`config.mk`:
```
export PLATFORM = sky130hd
export DESIGN_NAME = conv_window_3x3_flat
export DESIGN_NICKNAME = d
export VERILOG_FILES = /design/src/rtl/conv_window_3x3_pkg.sv /design/src/rtl/conv_window_3x3_if.sv /design/src/rtl/conv_line_buffer.sv /design/src/rtl/conv_window_3x3.sv /design/src/flat_wrapper.sv
export SDC_FILE = /design/constraint.sdc
export NUM_CORES = 1
export LEC_CHECK = 0
export BUFFER_PORTS_ARGS = -buffer_cell sky130_fd_sc_hd__buf_2
export CORE_UTILIZATION = 45
export DETAILED_ROUTE_END_ITERATION = 10
export GPL_ROUTABILITY_DRIVEN = 1
export PLACE_DENSITY = 0.67
export SETUP_SLACK_MARGIN = 0.5
export SLEW_MARGIN = 20
export SYNTH_ARGS = -nofsm -noshare
export SYNTH_HDL_FRONTEND = slang
export SYNTH_SLANG_ARGS = --single-unit
```
`constraint.sdc`:
```
create_clock -name clk -period 6.4 [get_ports clk]
set_input_delay 1.28 -clock clk [delete_from_list [all_inputs] [get_ports clk]]
set_output_delay 1.28 -clock clk [all_outputs]
set_load 0.03 [all_outputs]
```
`src/rtl/conv_window_3x3_pkg.sv`:
```
// Shared constants and helpers for the 3x3 sliding-window generator.
// Tap k of a window sits at flat bits [k*DATA_W +: DATA_W].
package conv_window_3x3_pkg;

  localparam int WIN_K      = 3;
  localparam int WIN_TAPS   = WIN_K * WIN_K;
  localparam int DATA_W_DEF = 8;

  function automatic int tap_idx(input int r, input int c);
    return WIN_K * r + c;
  endfunction

  function automatic int flat_w(input int dw);
    return WIN_TAPS * dw;
  endfunction

endpackage

```
`src/rtl/conv_window_3x3_if.sv`:
```
// Pixel-in / window-out handshake bundle of the window generator.
// master is the surrounding pipeline, slave is the generator.
interface conv_window_3x3_if
  import conv_window_3x3_pkg::*;
#(
  parameter int DATA_W = DATA_W_DEF
);

  logic [DATA_W-1:0]         in_pixel;
  logic                      in_valid;
  logic                      in_sof;
  logic                      in_ready;
  logic [flat_w(DATA_W)-1:0] win_flat;
  logic                      out_valid;
  logic                      out_last;
  logic                      out_ready;

  modport master (
    output in_pixel, in_valid, in_sof, out_ready,
    input  in_ready, win_flat, out_valid, out_last
  );

  modport slave (
    input  in_pixel, in_valid, in_sof, out_ready,
    output in_ready, win_flat, out_valid, out_last
  );

endinterface

```
`src/rtl/conv_line_buffer.sv`:
```
// One image line of pixels, read-before-write at a single address.
// Contents are never cleared; the window logic gates stale data.
module conv_line_buffer #(
  parameter int DATA_W = 8,
  parameter int DEPTH  = 8
) (
  input  logic                     clk,
  input  logic                     i_we,
  input  logic [$clog2(DEPTH)-1:0] i_addr,
  input  logic [DATA_W-1:0]        i_wdata,
  output logic [DATA_W-1:0]        o_rdata
);

  logic [DATA_W-1:0] r_mem [DEPTH];

  always_ff @(posedge clk) begin
    if (i_we) r_mem[i_addr] <= i_wdata;
  end

  assign o_rdata = r_mem[i_addr];

endmodule

```
`src/rtl/conv_window_3x3.sv`:
```
// Streaming 3x3 window generator feeding the 3x3 MAC stage.
// Two line buffers plus a 3x3 tap shift register, one output register.
module conv_window_3x3
  import conv_window_3x3_pkg::*;
#(
  parameter int DATA_W = DATA_W_DEF,
  parameter int IMG_W  = 8,
  parameter int IMG_H  = 8
) (
  input logic             clk,
  input logic             rst,
  conv_window_3x3_if.slave s_if
);

  localparam int CW = $clog2(IMG_W);
  localparam int RW = $clog2(IMG_H);
  localparam int FW = flat_w(DATA_W);

  localparam logic [CW-1:0] COL_LAST = CW'(IMG_W - 1);
  localparam logic [RW-1:0] ROW_LAST = RW'(IMG_H - 1);
  localparam logic [CW-1:0] COL_TWO  = CW'(2);
  localparam logic [RW-1:0] ROW_TWO  = RW'(2);

  logic [CW-1:0]     r_col;
  logic [RW-1:0]     r_row;
  logic [CW-1:0]     w_col;
  logic [RW-1:0]     w_row;
  logic              w_acc;
  logic              w_emit;
  logic [DATA_W-1:0] w_t0;
  logic [DATA_W-1:0] w_t1;
  logic [DATA_W-1:0] r_taps [WIN_TAPS];
  logic [DATA_W-1:0] w_taps [WIN_TAPS];
  logic [FW-1:0]     w_flat;
  logic [FW-1:0]     r_win;
  logic              r_valid;
  logic              r_last;

  assign s_if.in_ready = !r_valid || s_if.out_ready;
  assign w_acc = s_if.in_valid && s_if.in_ready;

  // sof forces the accepted pixel to (0,0) whatever the counters say
  assign w_col = s_if.in_sof ? '0 : r_col;
  assign w_row = s_if.in_sof ? '0 : r_row;

  assign w_emit = w_acc && (w_row >= ROW_TWO) && (w_col >= COL_TWO);

  conv_line_buffer #(
    .DATA_W (DATA_W),
    .DEPTH  (IMG_W)
  ) u_lb0 (
    .clk     (clk),
    .i_we    (w_acc),
    .i_addr  (w_col),
    .i_wdata (s_if.in_pixel),
    .o_rdata (w_t1)
  );

  conv_line_buffer #(
    .DATA_W (DATA_W),
    .DEPTH  (IMG_W)
  ) u_lb1 (
    .clk     (clk),
    .i_we    (w_acc),
    .i_addr  (w_col),
    .i_wdata (w_t1),
    .o_rdata (w_t0)
  );

  always_comb begin
    w_taps = r_taps;
    w_flat = '0;
    for (int r = 0; r < WIN_K; r++) begin
      for (int c = 0; c < WIN_K - 1; c++) begin
        w_taps[tap_idx(r, c)] = r_taps[tap_idx(r, c + 1)];
      end
    end
    w_taps[tap_idx(0, 2)] = w_t0;
    w_taps[tap_idx(1, 2)] = w_t1;
    w_taps[tap_idx(2, 2)] = s_if.in_pixel;
    for (int k = 0; k < WIN_TAPS; k++) begin
      w_flat[k*DATA_W +: DATA_W] = w_taps[k];
    end
  end

  always_ff @(posedge clk or posedge rst) begin
    if (rst) begin
      for (int k = 0; k < WIN_TAPS; k++) r_taps[k] <= '0;
    end else if (w_acc) begin
      r_taps <= w_taps;
    end
  end

  always_ff @(posedge clk or posedge rst) begin
    if (rst) begin
      r_col <= '0;
      r_row <= '0;
    end else if (w_acc) begin
      if (w_col == COL_LAST) begin
        r_col <= '0;
        r_row <= (w_row == ROW_LAST) ? '0 : w_row + 1'b1;
      end else begin
        r_col <= w_col + 1'b1;
        r_row <= w_row;
      end
    end
  end

  always_ff @(posedge clk or posedge rst) begin
    if (rst) begin
      r_valid <= 1'b0;
      r_last  <= 1'b0;
      r_win   <= '0;
    end else if (w_emit) begin
      r_valid <= 1'b1;
      r_win   <= w_flat;
      r_last  <= (w_row == ROW_LAST) && (w_col == COL_LAST);
    end else if (s_if.out_ready) begin
      r_valid <= 1'b0;
      r_last  <= 1'b0;
    end
  end

  assign s_if.win_flat  = r_win;
  assign s_if.out_valid = r_valid;
  assign s_if.out_last  = r_last;

endmodule

```
`src/flat_wrapper.sv`:
```
// flat-port wrapper written by rule: the top's interface ports become plain ports
module conv_window_3x3_flat import conv_window_3x3_pkg::*;
#(
  parameter int DATA_W = DATA_W_DEF,
  parameter int IMG_W  = 8,
  parameter int IMG_H  = 8
)
  (clk, rst, s_if_in_pixel, s_if_in_valid, s_if_in_sof, s_if_out_ready, s_if_in_ready, s_if_win_flat, s_if_out_valid, s_if_out_last);
  conv_window_3x3_if #(.DATA_W(DATA_W)) s_if_i ();
  input logic clk;
  input logic rst;
  input wire logic [$bits(s_if_i.in_pixel)-1:0] s_if_in_pixel;
  input wire logic [$bits(s_if_i.in_valid)-1:0] s_if_in_valid;
  input wire logic [$bits(s_if_i.in_sof)-1:0] s_if_in_sof;
  input wire logic [$bits(s_if_i.out_ready)-1:0] s_if_out_ready;
  output wire logic [$bits(s_if_i.in_ready)-1:0] s_if_in_ready;
  output wire logic [$bits(s_if_i.win_flat)-1:0] s_if_win_flat;
  output wire logic [$bits(s_if_i.out_valid)-1:0] s_if_out_valid;
  output wire logic [$bits(s_if_i.out_last)-1:0] s_if_out_last;
  assign s_if_i.in_pixel = s_if_in_pixel;
  assign s_if_i.in_valid = s_if_in_valid;
  assign s_if_i.in_sof = s_if_in_sof;
  assign s_if_i.out_ready = s_if_out_ready;
  assign s_if_in_ready = s_if_i.in_ready;
  assign s_if_win_flat = s_if_i.win_flat;
  assign s_if_out_valid = s_if_i.out_valid;
  assign s_if_out_last = s_if_i.out_last;
  conv_window_3x3 #(.DATA_W(DATA_W), .IMG_W(IMG_W), .IMG_H(IMG_H)) u_core (.clk(clk), .rst(rst), .s_if(s_if_i));
endmodule
```
==> impl_metrics.csv, run 1 <==
group,metric,value,unit
setup_path,crit_fanout,46,
clocking,cts_tree,"built",
route,final_antenna_net_count,0,
pwr,powerDensity,309,nW/µm²
route,viasPerCell,5.22,
placed_design,place_area,11100,µm²
yosys,avgSynthCellArea,14.5,µm²
placed_design,globalplace.congestion,0.746,
setup_path,cp.arrival,4.08,ns
pwr,p_int,2830,µW
min_path,min_path_type,"reg2reg",
status,status,"finished clean",
yosys,ys_types,40,
global_routing,grt_pass1_wl,33.1,mm
global_routing,grt_pass1_vias,5629,
sta,finalSetupTns,0,ns
sta,finalMaxSlewViolations,0,
layout,fin_nets,825,
sta,fmax,258,MHz
layout,diodes,0,
pwr,p_clk_share,40.7,%
pwr,switching_share,23.1,%
pwr,leakage,0.00529,µW
route,drt_iter0_drc,466,
sta,tightest_slew,1.06,ns
yosys,ys_warn_count,0,
sta,rsz0062_at_grt,"false",
placed_design,io_buffer_count,87,
clocking,holdBufCountCts,0,
clocking,htree_levels,1,
clocking,cts_buffer_depth,3,
layout,layout-drive-gt1-share,26.0,%
setup_path,cp-end-kind,"register",
floorplan,core,22700,µm²
clocking,clock_latency,0.52,ns
pwr,vdd_ir_drop_max,171,µV
floorplan,initial_utilization,46.0,%
layout,finalNonFillerCells,1111,
yosys,synth_area_leaders,"edfxtp_1 37%, dfrtp_1 31%, mux2_4 7.6%",
placed_design,place_ws,2.39,ns
global_routing,grtUsageTotal,18.0,%
sta,hold_slack,0.479,ns
route,vias,5798,
sta,fin_skew,0.0105,ns
sta,period_needed,3.88,ns
setup_path,required,6.60,ns
floorplan,ios,88,
sta,final-hold-violation-count,0,
global_routing,overflow,0,
clocking,numCtsBuffers,26,
route,dr.pass1.iters,4,
yosys,yosysSeqAreaShare,67.5,%
pwr,p_sw,851,µW
clocking,post_cts_buffers,0,
yosys,syn_area,10400,µm²
placed_design,hpwl,12.9,mm
sta,setup_viol,0,
floorplan,die_height,154,µm
clocking,post_cts_resized,0,
placed_design,dp.cells,1063,
run,cap_violations,0,
setup_path,slowest_stage,"dfrtp_4",
yosys,synth_top_area_cell,"edfxtp_1",
sta,min_period_over_period,60.6,%
setup_path,critPathLaunchType,"register",
yosys,synth_nets,739,
pwr,combinationalPowerShare,7.7,%
layout,finalInstanceArea,11900,µm²
route,drc,0,
yosys,yosys_register_bits,256,
setup_path,cpPeakStageDelay,0.84,ns
floorplan,die_w,154,µm
global_routing,grt_start_max_net_pins,75,
setup_path,cp_common_cell,"buf_4",
setup_path,crit_path_cell_trace,"buf_4 > nor2b_1 > nand2_1 > a21oi_1 > buf_4",
layout,area_growth,14.2,%
route,post_drt_wl_per_cell,18.8,µm
setup_path,worstSetupPathType,"reg2reg",
yosys,synth_top_area_share,36.8,%
pwr,seq_power_share,51.6,%
clocking,clock_sink_count,256,
clocking,clock-root-buffer,"clkbuf_16",
route,routed_wl,20.9,mm
floorplan,placementRows,55,
sta,setup_slack,2.52,ns
global_routing,antenna_found_initial,0,
floorplan,dieArea,23800,µm²
sta,slew_headroom,29.2,%
yosys,synthCells,720,
clocking,clkTransAtPathRegs,0.06,ns
critical path, delay by kind of cell, from the launching register on:
family | cells | cell delay, ns
AND/OR/NAND/NOR | 2 | 0.99
buffers and inverters | 2 | 0.93
flip-flops | 1 | 0.84
AO/OA/AOI/OAI | 1 | 0.75
worst paths after layout:
path,start,end,slack (ns),cells past startpoint
setup / recovery,u_core.r_col[0],u_core.u_lb1.r_mem[1][1],2.52,5
hold / removal,u_core.r_taps[34],u_core.r_taps[34],0.48,2
setup reg to reg,u_core.r_col[0],u_core.u_lb1.r_mem[1][1],2.52,5
hold reg to reg,u_core.r_taps[34],u_core.r_taps[34],0.48,2
max in group asynchronous,rst,u_core.r_col[0],4.11,3
min in group asynchronous,rst,u_core.s_if.win_flat[57],0.96,2
sequential cells by signal, summed over array words and instances, names as in the netlist:
| register | flops |
|---|---|
| u_core.s_if.out_valid | 1 |
| u_core.u_lb1.r_mem | 64 |
| u_core.s_if.out_last | 1 |
| u_core.u_lb0.r_mem | 64 |
| u_core.s_if.win_flat | 72 |
| u_core.r_row | 3 |
| u_core.r_col | 3 |
| u_core.r_taps | 48 |
per-layer routing:
metal	wire [µm]	vias up	track usage, %	part of all wire, %
met1	10100	2881	27.5	48
met3	1050	21	2.58	5.0
li1	-	2734	-	-
met2	9490	162	27.3	45
met5	0	-	0	0
met4	286	0	3.82	1.4
cells in the mapped netlist:
master     number
or2_2           1
clkbuf_1       17
buf_6           3
nor3_2          1
o211ai_1        1
o2bb2ai_1       1
mux2_2          3
nand2b_1       18
nand3b_1       16
o21ai_1         2
nor2_1         22
a32o_1          1
a2111oi_0       3
dfrtp_1       128
o31ai_1         1
buf_8           1
ha_1            6
o22ai_1        16
buf_4           6
a21oi_4         1
o21ai_0        16
a2111oi_1       5
nand3b_2        1
edfxtp_1      128
o21a_1          1
nand2_1       122
inv_1          28
and2_1          1
or3b_2          1
buf_2           8
nor3_1          3
nor2b_1         5
a2111oi_2       8
or2_1           1
mux2i_1        65
or3b_1          1
buf_12          6
nand3_1         1
a21oi_1        18
mux2_4         53
placed cells by master, fill, tap and decap left out, drive strengths merged, types with 16 or more instances in the layout:
cell     count
buf         99
inv         28
mux2        56
nand3b      17
clkbuf      33
nand2      122
o22ai       16
a2111oi     16
mux2i       65
a21oi       19
o21ai       18
edfxtp     128
nand2b      18
nor2        22
dfrtp      128
cells by family after synthesis:
family,after synthesis,synth area share [%]
AOI/OAI and AO/OA,74,5.12
adders and majority gates,6,0.719
buffers and inverters,69,4.05
DFF,256,67.5
muxes,121,14.2
and+or+nand+nor,194,8.45
power by group through the flow:
stage                     clock [µW]  sequential [µW]  combinational (µW)
after floorplan                    0             1900                 213
after global placement             0             1930                 281
after detailed placement           0             1930                 286
after CTS                       1530             1900                 288
after global routing            1600             1910                 318
final                           1500             1900                 284
through the flow:
stage / util (%) / power, µW
final: 52.5 / 3680
after global routing: 52.5 / 3830
after CTS: 52.5 / 3720
after detailed placement: 48.7 / 2220
after global placement: 48.7 / 2210
after floorplan: - / 2110
cell type report:
| cell class | instances | area, µm² |
|---|---|---|
| Clock buffer | 33 | 708 |
| Fill cell | 1885 | 10800 |
| Inverter | 28 | 108 |
| Clock inverter | 15 | 149 |
| Multi-Input combinational cell | 395 | 3030 |
| Sequential cell | 256 | 7050 |
| Tap cell | 285 | 357 |
| Timing Repair Buffer | 99 | 526 |
Note: power is estimated with default switching activity, not from simulation.
==> inputs of run 2 (changes only) <==
- ABC_AREA: default -> 1
- PLACE_DENSITY: 0.67 -> 0.69
- clock period: 6.4 -> 3.48 ns (I/O delays scaled with it)
==> impl_metrics.csv, run 2 <==
group,metric,value,unit
yosys,synth_top_family_by_area,"simple AND/OR/NAND/NOR gates",
yosys,synthSimpleGateAreaFrac,18.9,%
yosys,syn_area,10700,µm²
setup_path,cp-end-kind,"register",
global_routing,grt_pass1_wl,36.5,mm
yosys,ys_warn_count,0,
route,final_antenna_net_count,0,
sta,min_period_over_period,74.8,%
sta,slew_headroom,35.9,%
layout,layout-drive-gt1-share,14.4,%
yosys,synth-compound-area-share,5.02,%
global_routing,grt_start_max_net_pins,108,
yosys,synth_nets,1084,
setup_path,crit_fanout,34,
layout,final_cell_mix,"337 x nand2_1, 175 x inv_1, 128 x dfrtp_1, 128 x edfxtp_1, 93 x nand3_1",
yosys,synth_ff_type,"edfxtp_1",
route,dr.pass1.iters,4,
sta,fmax,384,MHz
global_routing,antenna_found_initial,0,
setup_path,critPathLaunchType,"register",
yosys,synth_top_area_cell,"edfxtp_1",
sta,finalMaxSlewViolations,0,
global_routing,grt_pass1_vias,6688,
sta,final-hold-violation-count,0,
layout,diodes,0,
route,viasPerCell,4.84,
status,status,"finished clean",
yosys,ys_types,26,
floorplan,core,22900,µm²
placed_design,globalplace.congestion,0.790,
placed_design,hpwl,14.9,mm
yosys,synth_fa_ha_area_share,0.705,%
yosys,yosys_register_bits,256,
global_routing,overflow,0,
layout,fin_nets,1170,
floorplan,die_w,156,µm
floorplan,placementRows,55,
yosys,synth_area_leaders,"edfxtp_1 36%, dfrtp_1 30%, nand2_1 12%",
yosys,synth_mux_area_share,0,%
pwr,leakage,0.00602,µW
layout,final_common_cell,"nand2_1",
layout,regArea,7050,µm²
sta,fin_skew,0.0109,ns
route,routed_wl,23.0,mm
min_path,min_path_type,"in2async",
yosys,synth_top_area_share,36.1,%
setup_path,required,3.58,ns
yosys,synth.top_cells.by_count,"338 x nand2_1, 176 x inv_1, 128 x dfrtp_1, 128 x edfxtp_1, 93 x nand3_1",
clocking,holdBufCountCts,0,
route,drt_iter0_drc,628,
layout,multiInputGateArea,2630,µm²
setup_path,cp.arrival,2.70,ns
layout,area_growth,14.8,%
clocking,numCtsBuffers,26,
pwr,finalPower,9560,µW
layout,fillers,2026,
sta,rsz0062_at_grt,"false",
pwr,powerDensity,782,nW/µm²
sta,tightest_slew,0.962,ns
clocking,clkTransAtPathRegs,0.06,ns
yosys,synth-async-reset-ratio,50.0,%
setup_path,reg2reg_depth,6,
sta,period_needed,2.60,ns
yosys,synth_enable_flop_cells,128,
clocking,clock_latency,0.52,ns
yosys,avgSynthCellArea,10.0,µm²
clocking,cts_buffer_depth,3,
layout,largest_reg_flops,72,
clocking,cts_tree,"built",
pwr,vdd_ir_drop_max,370,µV
sta,setup_viol,0,
yosys,synth_xor_area_share,0,%
floorplan,ios,88,
yosys,synth_most_common_cell,"nand2_1",
clocking,clock_sink_count,256,
placed_design,io_buffer_count,87,
yosys,yosysSeqAreaShare,66.1,%
floorplan,initial_utilization,46.5,%
sta,finalSetupTns,0,ns
route,post_drt_wl_per_cell,15.5,µm
global_routing,grtUsageTotal,19.4,%
setup_path,worstSetupPathType,"reg2reg",
clocking,post_cts_buffers,0,
yosys,synthCells,1065,
clocking,post_cts_resized,0,
run,cap_violations,0,
route,drc,0,
clocking,clock-root-buffer,"clkbuf_16",
route,vias,7187,
clocking,htree_levels,1,
floorplan,die_height,156,µm
floorplan,dieArea,24300,µm²
run 2: cell families (layout without fill, tap and decap cells):
logic type                 after synthesis  in the layout
buffers and inverters                  228            334
AOI/OAI and AO/OA                      106            106
and+or+nand+nor                        469            469
adders and majority gates                6              6
DFF                                    256            256
run 2: power breakdown:
group / switching, µW / internal (µW) / leakage, µW / total (µW)
Combinational: 1830 / 656 / 0.00283 / 2490
Clock: 1110 / 1730 / 0.000418 / 2840
Sequential: 332 / 3900 / 0.00277 / 4230
run 2: worst max-delay path, stage by stage, from the launching register on:
cell,delay (ns)
dfrtp_1,0.44
buf_4,0.24
inv_1,0.12
nor2_4,0.64
nand2_1,0.10
nand3_1,0.21
nand4_1,0.43
run 2: layer usage:
layer / track usage [%] / vias to the layer above / share of wire (%)
li1: - / 3539 / -
met1: 28.1 / 3378 / 46
met2: 30.4 / 228 / 45
met3: 2.50 / 42 / 6.1
met4: 6.12 / 0 / 2.5
met5: 0 / - / 0
run 2: final cells by class:
class,count,share of cell area [%]
clock buffers,33,5.79
clock inverters,15,1.42
inverters,180,5.56
multi-input cells,581,21.5
flip-flops and latches,256,57.6
well taps,313,3.20
repair buffers,106,4.93
run 2: final timing paths:
kind	startpoint	to	slack, ns
max reg2reg	u_core.r_col[0]	u_core.u_lb1.r_mem[4][4]	0.88
min in group clk	u_core.r_taps[32]	u_core.s_if.win_flat[24]	0.47
max	u_core.r_col[0]	u_core.u_lb1.r_mem[4][4]	0.88
min	rst	u_core.r_taps[37]	0.16
min reg2reg	u_core.r_taps[32]	u_core.s_if.win_flat[24]	0.47
max in group asynchronous	rst	u_core.r_taps[14]	2.65
run 2: metrics by stage:
stage	hold WS (ns)	util (%)	setup slack [ns]	instances	instance area, µm²
after floorplan	0.442	-	0.991	1065	10700
after global placement	0.451	49.5	0.656	1436	11300
after detailed placement	0.451	49.5	0.599	1436	11300
after CTS	0.156	53.4	0.898	1484	12200
after global routing	0.170	53.4	0.649	1484	12200
final	0.159	53.4	0.879	1484	12200
